**config.mk**
```make
export PLATFORM = sky130hd
export DESIGN_NAME = dmem_arbiter
export DESIGN_NICKNAME = d
export VERILOG_FILES = /design/src/rtl/dmem_arbiter.sv
export SDC_FILE = /design/constraint.sdc
export NUM_CORES = 1
export LEC_CHECK = 0
export ABC_AREA = 1
export BUFFER_PORTS_ARGS = -buffer_cell sky130_fd_sc_hd__buf_2
export CORE_UTILIZATION = 40
export DETAILED_ROUTE_END_ITERATION = 16
export GPL_TIMING_DRIVEN = 0
export PLACE_DENSITY = 0.79
export SLEW_MARGIN = 20
export SYNTH_ARGS = -nofsm -noshare
export SYNTH_HDL_FRONTEND = slang
export SYNTH_SLANG_ARGS = --single-unit
```
**constraint.sdc**
```tcl
create_clock -name I_CLOCK -period 3.6 [get_ports I_CLOCK]
set_clock_uncertainty 0.2 [all_clocks]
set_input_delay 0.72 -clock I_CLOCK [delete_from_list [all_inputs] [get_ports I_CLOCK]]
set_output_delay 0.72 -clock I_CLOCK [all_outputs]
set_load 0.005 [all_outputs]
```
**src/rtl/dmem_arbiter.sv**
```systemverilog
// Round-robin arbiter/sequencer for the shared data SRAM: scalar single-word
// transactions (S) and fixed-length vector bursts (V) share one synchronous port.
module dmem_arbiter #(
    parameter int DATA_WIDTH = 16,
    parameter int ADDR_WIDTH = 10,
    parameter int BURST_LEN  = 4
) (
    input  logic                  I_CLOCK,
    input  logic                  I_RESET_N,
    input  logic                  I_LOCK,
    input  logic                  I_S_Req,
    input  logic                  I_S_We,
    input  logic [ADDR_WIDTH-1:0] I_S_Addr,
    input  logic [DATA_WIDTH-1:0] I_S_WData,
    output logic                  O_S_Ack,
    output logic [DATA_WIDTH-1:0] O_S_RData,
    output logic                  O_S_Stall,
    input  logic                  I_V_Req,
    input  logic                  I_V_We,
    input  logic [ADDR_WIDTH-1:0] I_V_Addr,
    input  logic [DATA_WIDTH-1:0] I_V_WData,
    output logic                  O_V_Ack,
    output logic [DATA_WIDTH-1:0] O_V_RData,
    output logic                  O_V_Done,
    output logic                  O_Mem_En,
    output logic                  O_Mem_We,
    output logic [ADDR_WIDTH-1:0] O_Mem_Addr,
    output logic [DATA_WIDTH-1:0] O_Mem_WData,
    input  logic [DATA_WIDTH-1:0] I_Mem_RData
);
    localparam int BW = $clog2(BURST_LEN);

    typedef enum logic [2:0] {IDLE, S_ISSUE, S_RESP, V_ISSUE, V_RESP} state_t;

    state_t                state, state_nxt;
    logic [BW-1:0]         beat;
    logic                  last_v;
    logic                  lat_we;
    logic [ADDR_WIDTH-1:0] lat_addr;
    logic                  last_beat;

    assign last_beat = (beat == BW'(BURST_LEN - 1));

    // last_v records the side granted most recently; it resets to V so S wins first.
    always_ff @(negedge I_CLOCK or negedge I_RESET_N) begin
        if (!I_RESET_N) begin
            state    <= IDLE;
            beat     <= '0;
            last_v   <= 1'b1;
            lat_we   <= 1'b0;
            lat_addr <= '0;
        end else begin
            state <= state_nxt;
            if (state == IDLE && state_nxt == S_ISSUE) begin
                lat_we   <= I_S_We;
                lat_addr <= I_S_Addr;
                last_v   <= 1'b0;
            end else if (state == IDLE && state_nxt == V_ISSUE) begin
                lat_we   <= I_V_We;
                lat_addr <= I_V_Addr;
                last_v   <= 1'b1;
            end
            if (state == V_RESP)
                beat <= last_beat ? '0 : beat + BW'(1);
        end
    end

    always_comb begin
        state_nxt = state;
        case (state)
            IDLE: begin
                if (I_LOCK) begin
                    if (I_S_Req && I_V_Req)
                        state_nxt = last_v ? S_ISSUE : V_ISSUE;
                    else if (I_S_Req)
                        state_nxt = S_ISSUE;
                    else if (I_V_Req)
                        state_nxt = V_ISSUE;
                end
            end
            S_ISSUE: state_nxt = S_RESP;
            S_RESP:  state_nxt = IDLE;
            V_ISSUE: state_nxt = V_RESP;
            V_RESP:  state_nxt = last_beat ? IDLE : V_ISSUE;
            default: state_nxt = IDLE;
        endcase
    end

    always_comb begin
        O_Mem_En    = 1'b0;
        O_Mem_We    = 1'b0;
        O_Mem_Addr  = '0;
        O_Mem_WData = '0;
        O_S_Ack     = 1'b0;
        O_S_RData   = '0;
        O_V_Ack     = 1'b0;
        O_V_RData   = '0;
        O_V_Done    = 1'b0;
        case (state)
            S_ISSUE: begin
                O_Mem_En    = 1'b1;
                O_Mem_We    = lat_we;
                O_Mem_Addr  = lat_addr;
                O_Mem_WData = I_S_WData;
            end
            S_RESP: begin
                O_S_Ack   = 1'b1;
                O_S_RData = lat_we ? '0 : I_Mem_RData;
            end
            V_ISSUE: begin
                // Beat offset wraps naturally at the address width.
                O_Mem_En    = 1'b1;
                O_Mem_We    = lat_we;
                O_Mem_Addr  = lat_addr + ADDR_WIDTH'(beat);
                O_Mem_WData = I_V_WData;
            end
            V_RESP: begin
                O_V_Ack   = 1'b1;
                O_V_RData = lat_we ? '0 : I_Mem_RData;
                O_V_Done  = last_beat;
            end
            default: ;
        endcase
    end

    assign O_S_Stall = I_S_Req & ~O_S_Ack;

endmodule

```
## After elaboration in Yosys (flattened, before gate mapping)

Cells that the tools add are included.

- Register bits: 17
- Output and inout port bits: 64
- Logic and storage cells: 46

- Add/sub/neg operators: 2
- Eq/ne operators: 7
- Multiplexer cells: 24
- Bitwise gates (word level): 2
- Reductions and logical operators: 6

Operator list:

| operator | number |
|---|---|
| $mux W16 | 3 |
| $pmux W16 S2 | 1 |
| $mux W10 | 2 |
| $pmux W10 S2 | 1 |
| $mux W3 | 4 |
| $pmux W3 S4 | 1 |
| $add A10 B2 Y10 | 1 |
| $eq A3 B2 Y1 const B | 3 |
| $mux W1 | 9 |
| $eq A3 B1 Y1 const B | 2 |
| $mux W2 | 3 |
| $eq A3 B3 Y1 const B | 1 |
| $logic_and A1 B1 Y1 | 3 |
| $logic_not A3 Y1 | 1 |
| $add A2 B1 Y2 const B | 1 |
| $eq A2 B2 Y1 const B | 1 |
| $reduce_bool A2 Y1 | 1 |
| $reduce_or A2 Y1 | 1 |
| $and A1 B1 Y1 | 1 |
| $not A1 Y1 | 1 |

## Longest topological paths before layout

Gate-level depths: netlist of run 1.

- Depth in word-level cells: 9
- Depth in mapped cells: 11
- Gate-level depth less buffers: 10

==> results of run 1 <==
==> final timing paths <==
path                            from            end  slack [ps]
max                          beat[1]  O_Mem_Addr[5]       -1190
min                           last_v         last_v         320
max reg2reg                  beat[1]    lat_addr[0]        1530
min reg2reg                   last_v         last_v         320
max in group asynchronous  I_RESET_N         last_v         930
min in group asynchronous  I_RESET_N    lat_addr[9]        1860
==> timing repair <==
item | 4_1_cts | 5_1_grt
pin swaps | 8 | 13
gates cloned | 5 | 0
buffers inserted | 33 | 15
resized for setup | 52 | 33
endpoints found under the setup margin | 64 | 64
==> where the power goes <==
part	internal [mW]	total, mW	switching [mW]
clock	0.0803	0.158	0.0778
sequential	0.293	0.396	0.103
combinational	1.03	2.27	1.24
total	1.40	2.82	1.42
==> flip-flops by register name, summed over array words and instances (netlist names) <==
| register | cells |
|---|---|
| beat | 2 |
| last_v | 1 |
| lat_addr | 10 |
| lat_we | 1 |
| state | 3 |
==> layout make-up <==
cell class	instances	share of cell area
plain buffers	13	0.0497
clock buffers	4	0.0124
flip-flops and latches	17	0.118
inverters	61	0.0673
repair buffers	184	0.325
multi-input cells	182	0.410
well taps	50	0.0173
clock inverters	1	0.00104
==> worst max-delay path: stages, from the launching register on <==
cell and delay, ps:
dfrtn_1 410, ha_4 300, inv_2 40, o21ai_0 270, nand2_1 120, nor2_1 200, nand2_1 90, a21oi_1 210
buf_2 150
==> metrics by stage <==
stage	setup slack (ps)	total power [mW]	util	instances	TNS [ps]
6_report	-1190	2.82	0.874	512	-44080
5_1_grt	-1250	2.99	0.874	512	-47180
4_1_cts	-993	2.42	0.829	504	-38020
3_5_place_dp	-840	1.82	0.695	463	-23930
3_3_place_gp	-799	1.79	0.695	463	-22600
2_1_floorplan	-564	1.42	-	275	-10190
==> cells in the final DEF (no fill, tap or decap), types with 2 or more instances in the layout <==
cell type  netlist  routed
nand3_4          1       2
nor3_1          37       2
nand2_1         49      45
nand2_4          2       4
nand3_2          8      10
ha_4             0       2
buf_6            2      30
nor3_4           0      19
buf_2            3     135
nand2_2          9      10
a21oi_1          5       4
o21ai_0         11       4
nand4_1          2       2
nor2_4           1       8
nor3_2           0      16
buf_12           1       2
inv_1           57      50
o21ai_2          1       5
a22o_1          16      16
buf_4            3      24
clkbuf_16        0       3
o21ai_1          1       4
dfrtn_1         16      16
nand3_1         23      20
inv_4            0       3
nor2_1           7       2
clkbuf_8         0       4
inv_2            5       8
==> kinds of logic after synthesis <==
logic type | count (synthesis)
AND/OR/NAND/NOR | 143
buffers and inverters | 76
AO/OA/AOI/OAI | 35
flip-flops | 17
adder cells (fa/ha/maj) | 4
==> layer usage <==
| metal | GRT usage | vias up |
|---|---|---|
| li1 | - | 1263 |
| met1 | 0.379 | 1306 |
| met2 | 0.671 | 245 |
| met3 | 0.0658 | 59 |
| met4 | 0.130 | 0 |
| met5 | 0 | - |
==> results.json, run 1 <==
{
  "status": "finished, violations left",
  "violations": "negative setup slack",
  "synth_top_family_by_area": "simple AND/OR/NAND/NOR gates",
  "crit_required_ps": 2680,
  "synth.area.top_cells": "dfrtn_1 (22%), inv_1 (12%), nor3_1 (10%), nand2_1 (10%), a22o_1 (7.8%)",
  "wl_met2_um": 4490,
  "fin_ws_ps": -1190,
  "path_clk_slew_ps": 50,
  "crit_arrival_ps": 3870,
  "synth.avg_cell_area_um2": 6.52,
  "ir_drop_mv": 0.563,
  "synth_largest_area_cell": "dfrtn_1",
  "antenna_found_initial": 0,
  "cts_buffers": 3,
  "crit_fanout": 3,
  "crit_type": "register to output pin",
  "cts_tree": "done",
  "fin_area_um2": 3620,
  "synth_compound_area_frac": 0.134,
  "firstDrtPassIters": 5,
  "grt_max_degree": 18,
  "place.gp.congestion": 0.893,
  "ys_seq_area_frac": 0.238,
  "startpoint_type": "register",
  "reg2reg_depth": 12,
  "synth_nets": 354,
  "syn2layout_area_growth_pct": 102,
  "die_y_um": 68.9,
  "hold_class": "register to register",
  "antenna_left": 0,
  "post_drt_via_cell_ratio": 5.61,
  "synth_warnings": 0,
  "start_util": 0.432,
  "min_path_cells": 2,
  "grt_pass1_wl_um": 12100,
  "syn_inst": 275,
  "dp_hpwl_um": 4950,
  "grt_pass1_vias": 2537,
  "fin_hold_ws_ps": 316,
  "cts_buffer_depth": 2,
  "seqCellArea_um2": 427,
  "slew_violations": 0,
  "ys_ff_latch": 17,
  "highest_layer": "met4",
  "core_um2": 4140,
  "slew_headroom": 0.693,
  "cts_sinks": 17,
  "worstMarginPinSlew_ps": 456,
  "hold_viol": 0,
  "synthSimpleGateAreaFrac": 0.411,
  "synth_area_um2": 1790,
  "fillers": 191,
  "remaining_drc_errors": 0,
  "overflow": 0,
  "clock_latency_ps": 320,
  "cap_violations": 0,
  "num-nets-final": 542,
  "synth_mux_area_frac": 0,
  "drt_iter0_drc": 263,
  "die_w_um": 68.9,
  "postSynth.asyncResetShare": 1.00,
  "synth-edff-count": 0,
  "drt-met1-wl_um": 3130,
  "powerDensity_nw_per_um2": 778,
  "ctsHoldBuffers": 0,
  "critPathCaptureType": "output pin",
  "ys_dominant_reg_cell": "dfrtn_1",
  "met3_length_um": 935,
  "io_pins": 139,
  "n_antenna_cell": 0,
  "drt-wirelength-per-cell_um": 17.8,
  "placed_area_um2": 2880,
  "cts-root-buf": "clkbuf_8",
  "grt_use_total": 0.352,
  "rsz0062_at_grt": "true",
  "ys_types": 29,
  "synth.most_common_cell": "inv_1",
  "drive_gt1_frac": 0.639,
  "die_area_um2": 4750,
  "cellLeakagePower_nw": 2.06,
  "drt_wl_total_um": 9110,
  "synth_top_area_share": 0.223,
  "portBuffers": 138,
  "synth_xor_xnor_area_share": 0,
  "vias": 2873,
  "setup_viol": 64,
  "synth_adder_area_share": 0.0321,
  "htreeDepth": 1,
  "multi_input_area_um2": 1480,
  "post_synth_most_frequent_cells": "inv_1 (57), nand2_1 (49), nor3_1 (37)",
  "rows": 23
}
No activity file was read; power rests on OpenSTA's default activity.
==> run 2: changes to the inputs <==
--- a/config.mk
+++ b/config.mk
@@ -7,10 +7,11 @@
 export LEC_CHECK = 0
 export ABC_AREA = 1
 export BUFFER_PORTS_ARGS = -buffer_cell sky130_fd_sc_hd__buf_2
-export CORE_UTILIZATION = 40
+export CORE_UTILIZATION = 43
+export CTS_CLUSTER_DIAMETER = 200
 export DETAILED_ROUTE_END_ITERATION = 16
 export GPL_TIMING_DRIVEN = 0
-export PLACE_DENSITY = 0.79
+export PLACE_DENSITY = 0.84
 export SLEW_MARGIN = 20
 export SYNTH_ARGS = -nofsm -noshare
 export SYNTH_HDL_FRONTEND = slang
==> run 2 against run 1 <==
The run still ends with negative setup slack left. Register-to-register slack better by 20 ps. Critical path depth is 1 lower. Utilization is 0.33 points higher. Wire length is 2.5% lower. Flip-flop and latch count stayed put. Via count is 2.9% lower. Sequential share of layout area is 0.38 points higher. Sequential power hardly changed. Hold slack worse by 2.9 ps. Worst setup slack worse by 63 ps.
==> results.json, run 2 (synthesis results as in run 1) <==
{
  "htreeDepth": 1,
  "worst_path_max_delay_cell": "dfrtn_1",
  "antenna_found_initial": 1,
  "grt_pass1_vias": 2313,
  "grt_pass1_wl_um": 11000,
  "post_drt_via_cell_ratio": 5.56,
  "drt-wirelength-per-cell_um": 17.7,
  "grt_use_total": 0.331,
  "status": "finished, violations left",
  "firstDrtPassIters": 5,
  "syn2layout_area_growth_pct": 95.9,
  "cts_buffers": 3,
  "cts_tree": "done",
  "drt_iter0_drc": 274,
  "fin_ws_ps": -1250,
  "clock_latency_ps": 320,
  "hold_class": "register to register",
  "fillers": 200,
  "reg2reg_depth": 12,
  "hp-start": "last_v",
  "place.gp.congestion": 0.967,
  "slew_violations": 0,
  "die_area_um2": 4430,
  "fin_area_um2": 3510,
  "start_util": 0.448,
  "die_w_um": 66.6,
  "placed_area_um2": 2880,
  "crit_arrival_ps": 3930,
  "cellLeakagePower_nw": 2.01,
  "grt_max_degree": 18,
  "portBuffers": 138,
  "cp.buffers_inverters": 2,
  "reg2reg_slack_ps": 1550,
  "violations": "negative setup slack",
  "layout.cells.most_common_list": "buf_2 (135), inv_1 (49), nand2_1 (46), buf_6 (24), nand3_1 (21)",
  "rows": 23,
  "startpoint_type": "register",
  "ir_drop_mv": 0.571,
  "setup_viol": 64,
  "largest_reg_flops": 10,
  "cap_violations": 0,
  "critical-path-max-stage-delay_ps": 480,
  "hold_viol": 0,
  "overflow": 0,
  "drt_wl_total_um": 8890,
  "regMostFlops": "lat_addr",
  "crit_required_ps": 2680,
  "cts_sinks": 17,
  "crit_chain": "ha_4, inv_2, fa_2, nor2_1, o21ai_1, a21oi_1, buf_2",
  "die_y_um": 66.6,
  "cts-root-buf": "clkbuf_8",
  "crit_fanout": 3,
  "rsz0062_at_grt": "true",
  "top_regs": "lat_addr: 10 flops, state: 3 flops, beat: 2 flops",
  "min_to": "last_v",
  "path_clk_slew_ps": 50,
  "layout_commonest_cell": "buf_2",
  "powerDensity_nw_per_um2": 771,
  "vias": 2789,
  "r2r-start": "beat[0]",
  "core_um2": 4000,
  "crit_type": "register to output pin",
  "antenna_left": 0,
  "critPathCaptureType": "output pin",
  "remaining_drc_errors": 0,
  "io_pins": 139,
  "worstMarginPinSlew_ps": 420,
  "num-nets-final": 531,
  "min_path_cells": 2,
  "drive_gt1_frac": 0.632,
  "cp_top_family": "adder cells",
  "cts_buffer_depth": 2,
  "dp_hpwl_um": 4790,
  "fin_util": 0.878,
  "regToRegEndpoint": "lat_addr[8]",
  "slew_headroom": 0.720
}
run 2: how the worst max path moves through the flow:
stage                startpoint            end  slack (ps)  cells past startpoint
floorplan               beat[0]  O_Mem_Addr[6]        -560                      7
global placement        beat[0]  O_Mem_Addr[6]        -800                      8
detailed placement      beat[0]  O_Mem_Addr[6]        -820                      8
CTS                 lat_addr[0]  O_Mem_Addr[8]        -960                      9
global route        lat_addr[0]  O_Mem_Addr[2]       -1320                      7
finish              lat_addr[0]  O_Mem_Addr[2]       -1250                      7
run 2: metal layers:
layer  global-route usage  part of all wire  routed length (um)
met1                0.369              0.33                2950
met2                0.590              0.50                4440
met3               0.0719              0.11                 972
met4                0.157             0.059                 526
met5                    0                 0                   0
run 2: where the power goes:
group          switching (mW)  internal [mW]  leakage [nW]
registers               0.104          0.292         0.197
logic                    1.21          0.945          1.79
clock network          0.0725         0.0802        0.0281
total                    1.39           1.32          2.01
run 2: repair_timing:
action,CTS,global route
endpoints found under the hold margin,0,0
pin swaps,8,14
setup endpoints to repair,64,64
resized for setup,47,32
hold buffers,0,0
setup buffers,20,13
cloned,4,1
run 2: worst register-to-register path: cells and delay by family (launching register included):
kind	cells	cell delay, ps
adder cells (fa/ha/maj)	1	200
buffers and inverters	6	630
flip-flops	1	390
AND/OR/NAND/NOR	5	500
run 2: cell type report:
class | instances | area [um2] | share of cell area
multi-input cells | 182 | 1470 | 0.417
repair buffers | 173 | 1100 | 0.312
flip-flops and latches | 17 | 427 | 0.122
inverters | 61 | 246 | 0.0702
plain buffers | 13 | 163 | 0.0463
well taps | 50 | 62.6 | 0.0178
clock buffers | 4 | 45.0 | 0.0128
clock inverters | 1 | 3.75 | 0.00107
diodes | 1 | 2.50 | 0.000713
run 2: through the flow:
| stage | hold slack [ps] | worst slack (ps) | power [mW] | setup TNS (ps) | instances |
|---|---|---|---|---|---|
| after global placement | 254 | -800 | 1.78 | -22350 | 463 |
| after detailed placement | 269 | -822 | 1.82 | -23680 | 463 |
| after floorplan | 230 | -564 | 1.42 | -10190 | 275 |
| final | 313 | -1250 | 2.71 | -44800 | 502 |
| after global routing | 351 | -1320 | 2.86 | -47970 | 502 |
| after CTS | 325 | -963 | 2.29 | -37570 | 491 |
==> run 3: changes to the inputs <==
--- a/config.mk
+++ b/config.mk
@@ -11,7 +11,7 @@
 export CTS_CLUSTER_DIAMETER = 200
 export DETAILED_ROUTE_END_ITERATION = 16
 export GPL_TIMING_DRIVEN = 0
-export PLACE_DENSITY = 0.84
+export PLACE_DENSITY = 0.86
 export SLEW_MARGIN = 20
 export SYNTH_ARGS = -nofsm -noshare
 export SYNTH_HDL_FRONTEND = slang
==> run 3 against run 2 <==
The run still ends with negative setup slack left. Via count rose by 11%. Flip-flop and latch count unchanged. Highest routed layer unchanged. Final cell count increased by 1.4%. Global-route usage increased by 2.4 points. Combinational power rose by 5%. Sequential share of layout area fell by 0.39 points.
==> results.json, run 3 (synthesis results as in run 1) <==
{
  "syn2layout_area_growth_pct": 102,
  "grt_pass1_wl_um": 11900,
  "drive_gt1_frac": 0.625,
  "overflow": 0,
  "path_clk_slew_ps": 50,
  "setup_viol": 64,
  "min_to": "last_v",
  "crit_required_ps": 2680,
  "fin_total_pwr_mw": 2.82,
  "placedCellCount": 463,
  "fillers": 162,
  "regMostFlops": "lat_addr",
  "grt_max_degree": 18,
  "critical-path-max-stage-delay_ps": 610,
  "ir_drop_mv": 0.530,
  "crit_type": "register to output pin",
  "antenna_found_initial": 3,
  "crit_chain": "inv_1, nor3_2, nand3_2, nand3_1, nand3_1, nand2_1, buf_2",
  "vias": 3094,
  "multi_input_area_um2": 1480,
  "cts_buffer_depth": 2,
  "grt_use_total": 0.355,
  "worstMarginPinSlew_ps": 431,
  "top_regs": "lat_addr: 10 flops, state: 3 flops, beat: 2 flops",
  "cts_sinks": 17,
  "largest_reg_flops": 10,
  "hold_viol": 0,
  "cts_buffers": 3,
  "internal_power_mw": 1.36,
  "violations": "negative setup slack",
  "dp_hpwl_um": 4800,
  "layout.cells.most_common_list": "buf_2 (134), inv_1 (51), nand2_1 (47), buf_6 (25), nor3_4 (24)",
  "portBuffers": 138,
  "fin_ws_ps": -1130,
  "sw_frac_of_total": 0.518,
  "fin_util": 0.907,
  "path_common_cell": "nand3_1",
  "crit_arrival_ps": 3810,
  "crit_fanout": 6,
  "critPathCaptureType": "output pin",
  "remaining_drc_errors": 0,
  "hp-start": "last_v",
  "regToRegEndpoint": "lat_addr[0]",
  "htreeDepth": 1,
  "grt_pass1_vias": 2586,
  "clock_latency_ps": 330,
  "min_path_cells": 2,
  "core_um2": 4000,
  "die_y_um": 66.6,
  "status": "finished, violations left",
  "cap_violations": 0,
  "firstDrtPassIters": 8,
  "seqCellArea_um2": 427,
  "layout_commonest_cell": "buf_2",
  "drt_iter0_drc": 396,
  "dp_slack_ps": -830,
  "drt-wirelength-per-cell_um": 20.5,
  "rows": 23,
  "final_cells": 509,
  "die_w_um": 66.6,
  "slew_violations": 0,
  "worst_path_max_delay_cell": "dfrtn_1",
  "slew_headroom": 0.712,
  "reg2reg_depth": 13,
  "hold_class": "register to register",
  "cts_tree": "done",
  "post_drt_via_cell_ratio": 6.08,
  "power.switching_mw": 1.46,
  "cellLeakagePower_nw": 2.07,
  "r2r-start": "state[1]",
  "startpoint_type": "register",
  "antenna_left": 0,
  "cts-root-buf": "clkbuf_8",
  "reg2reg_slack_ps": 1330,
  "drt_wl_total_um": 10400,
  "tns_ps": -49860,
  "die_area_um2": 4430,
  "combPwrFrac": 0.801,
  "place.gp.congestion": 0.919,
  "powerDensity_nw_per_um2": 777,
  "power_frac_clock": 0.056,
  "start_util": 0.448,
  "rsz0062_at_grt": "true",
  "io_pins": 139,
  "num-nets-final": 536,
  "p_seq_frac": 0.143
}
==> run 3: changes by cell type in the layout (fill, tap and decap cells not counted), sizes merged <==
cell | before | now
buf | 180 | 185
inv | 62 | 61
diode | 1 | 3
clkbuf | 10 | 9
clkinv | 0 | 2
==> run 3: what timing repair did <==
action	in CTS	in global routing
gates cloned	5	0
endpoints found under the setup margin	64	64
setup buffers	27	9
gates resized for setup	46	31
hold buffers	0	0
pin swaps	10	8
==> run 3: final cells by class <==
class,instances,share of cell area
diodes,3,0.00207
clock inverters,2,0.00241
repair buffers,177,0.325
multi-input cells,182,0.408
well taps,50,0.0172
inverters,61,0.0680
plain buffers,14,0.0479
flip-flops and latches,17,0.118
clock buffers,3,0.0114
==> run 3: per-stage QoR <==
stage / hold WS, ps / cell area, um2
after floorplan: 230 / 2130
after global placement: 250 / 2880
after detailed placement: 273 / 2880
after CTS: 316 / 3420
after global routing: 338 / 3630
final: 314 / 3630
==> run 3: power by group through the flow <==
stage	combinational (mW)	sequential [mW]	clock, mW
2_1_floorplan	1.06	0.354	0.00348
3_3_place_gp	1.41	0.367	0.00348
3_5_place_dp	1.43	0.373	0.00348
4_1_cts	1.88	0.367	0.152
5_1_grt	2.38	0.406	0.163
6_report	2.26	0.403	0.158
==> run 3: worst max path at each step <==
stage,startpoint,endpoint,slack [ps],cells after the start
3_5_place_dp,beat[0],O_Mem_Addr[6],-830,8
5_1_grt,lat_addr[0],O_Mem_Addr[8],-1260,9
6_report,lat_addr[2],O_Mem_Addr[9],-1130,7
2_1_floorplan,beat[0],O_Mem_Addr[6],-560,7
3_3_place_gp,beat[0],O_Mem_Addr[6],-800,8
4_1_cts,beat[1],O_Mem_Addr[5],-980,8
==> run 3: worst max-delay path, delay by kind of cell, from the launching register on <==
family / cells / cell delay, ps
AND/OR/NAND/NOR: 5 / 760
buffers and inverters: 2 / 370
flip-flops: 1 / 610
==> run 3: metal layers <==
layer  track usage  vias up  wire length, um
li1              -     1259                -
met5             0        -                0
met2         0.677      348             4870
met1         0.377     1364             3190
met3        0.0497      123             1370
met4         0.165        0              999
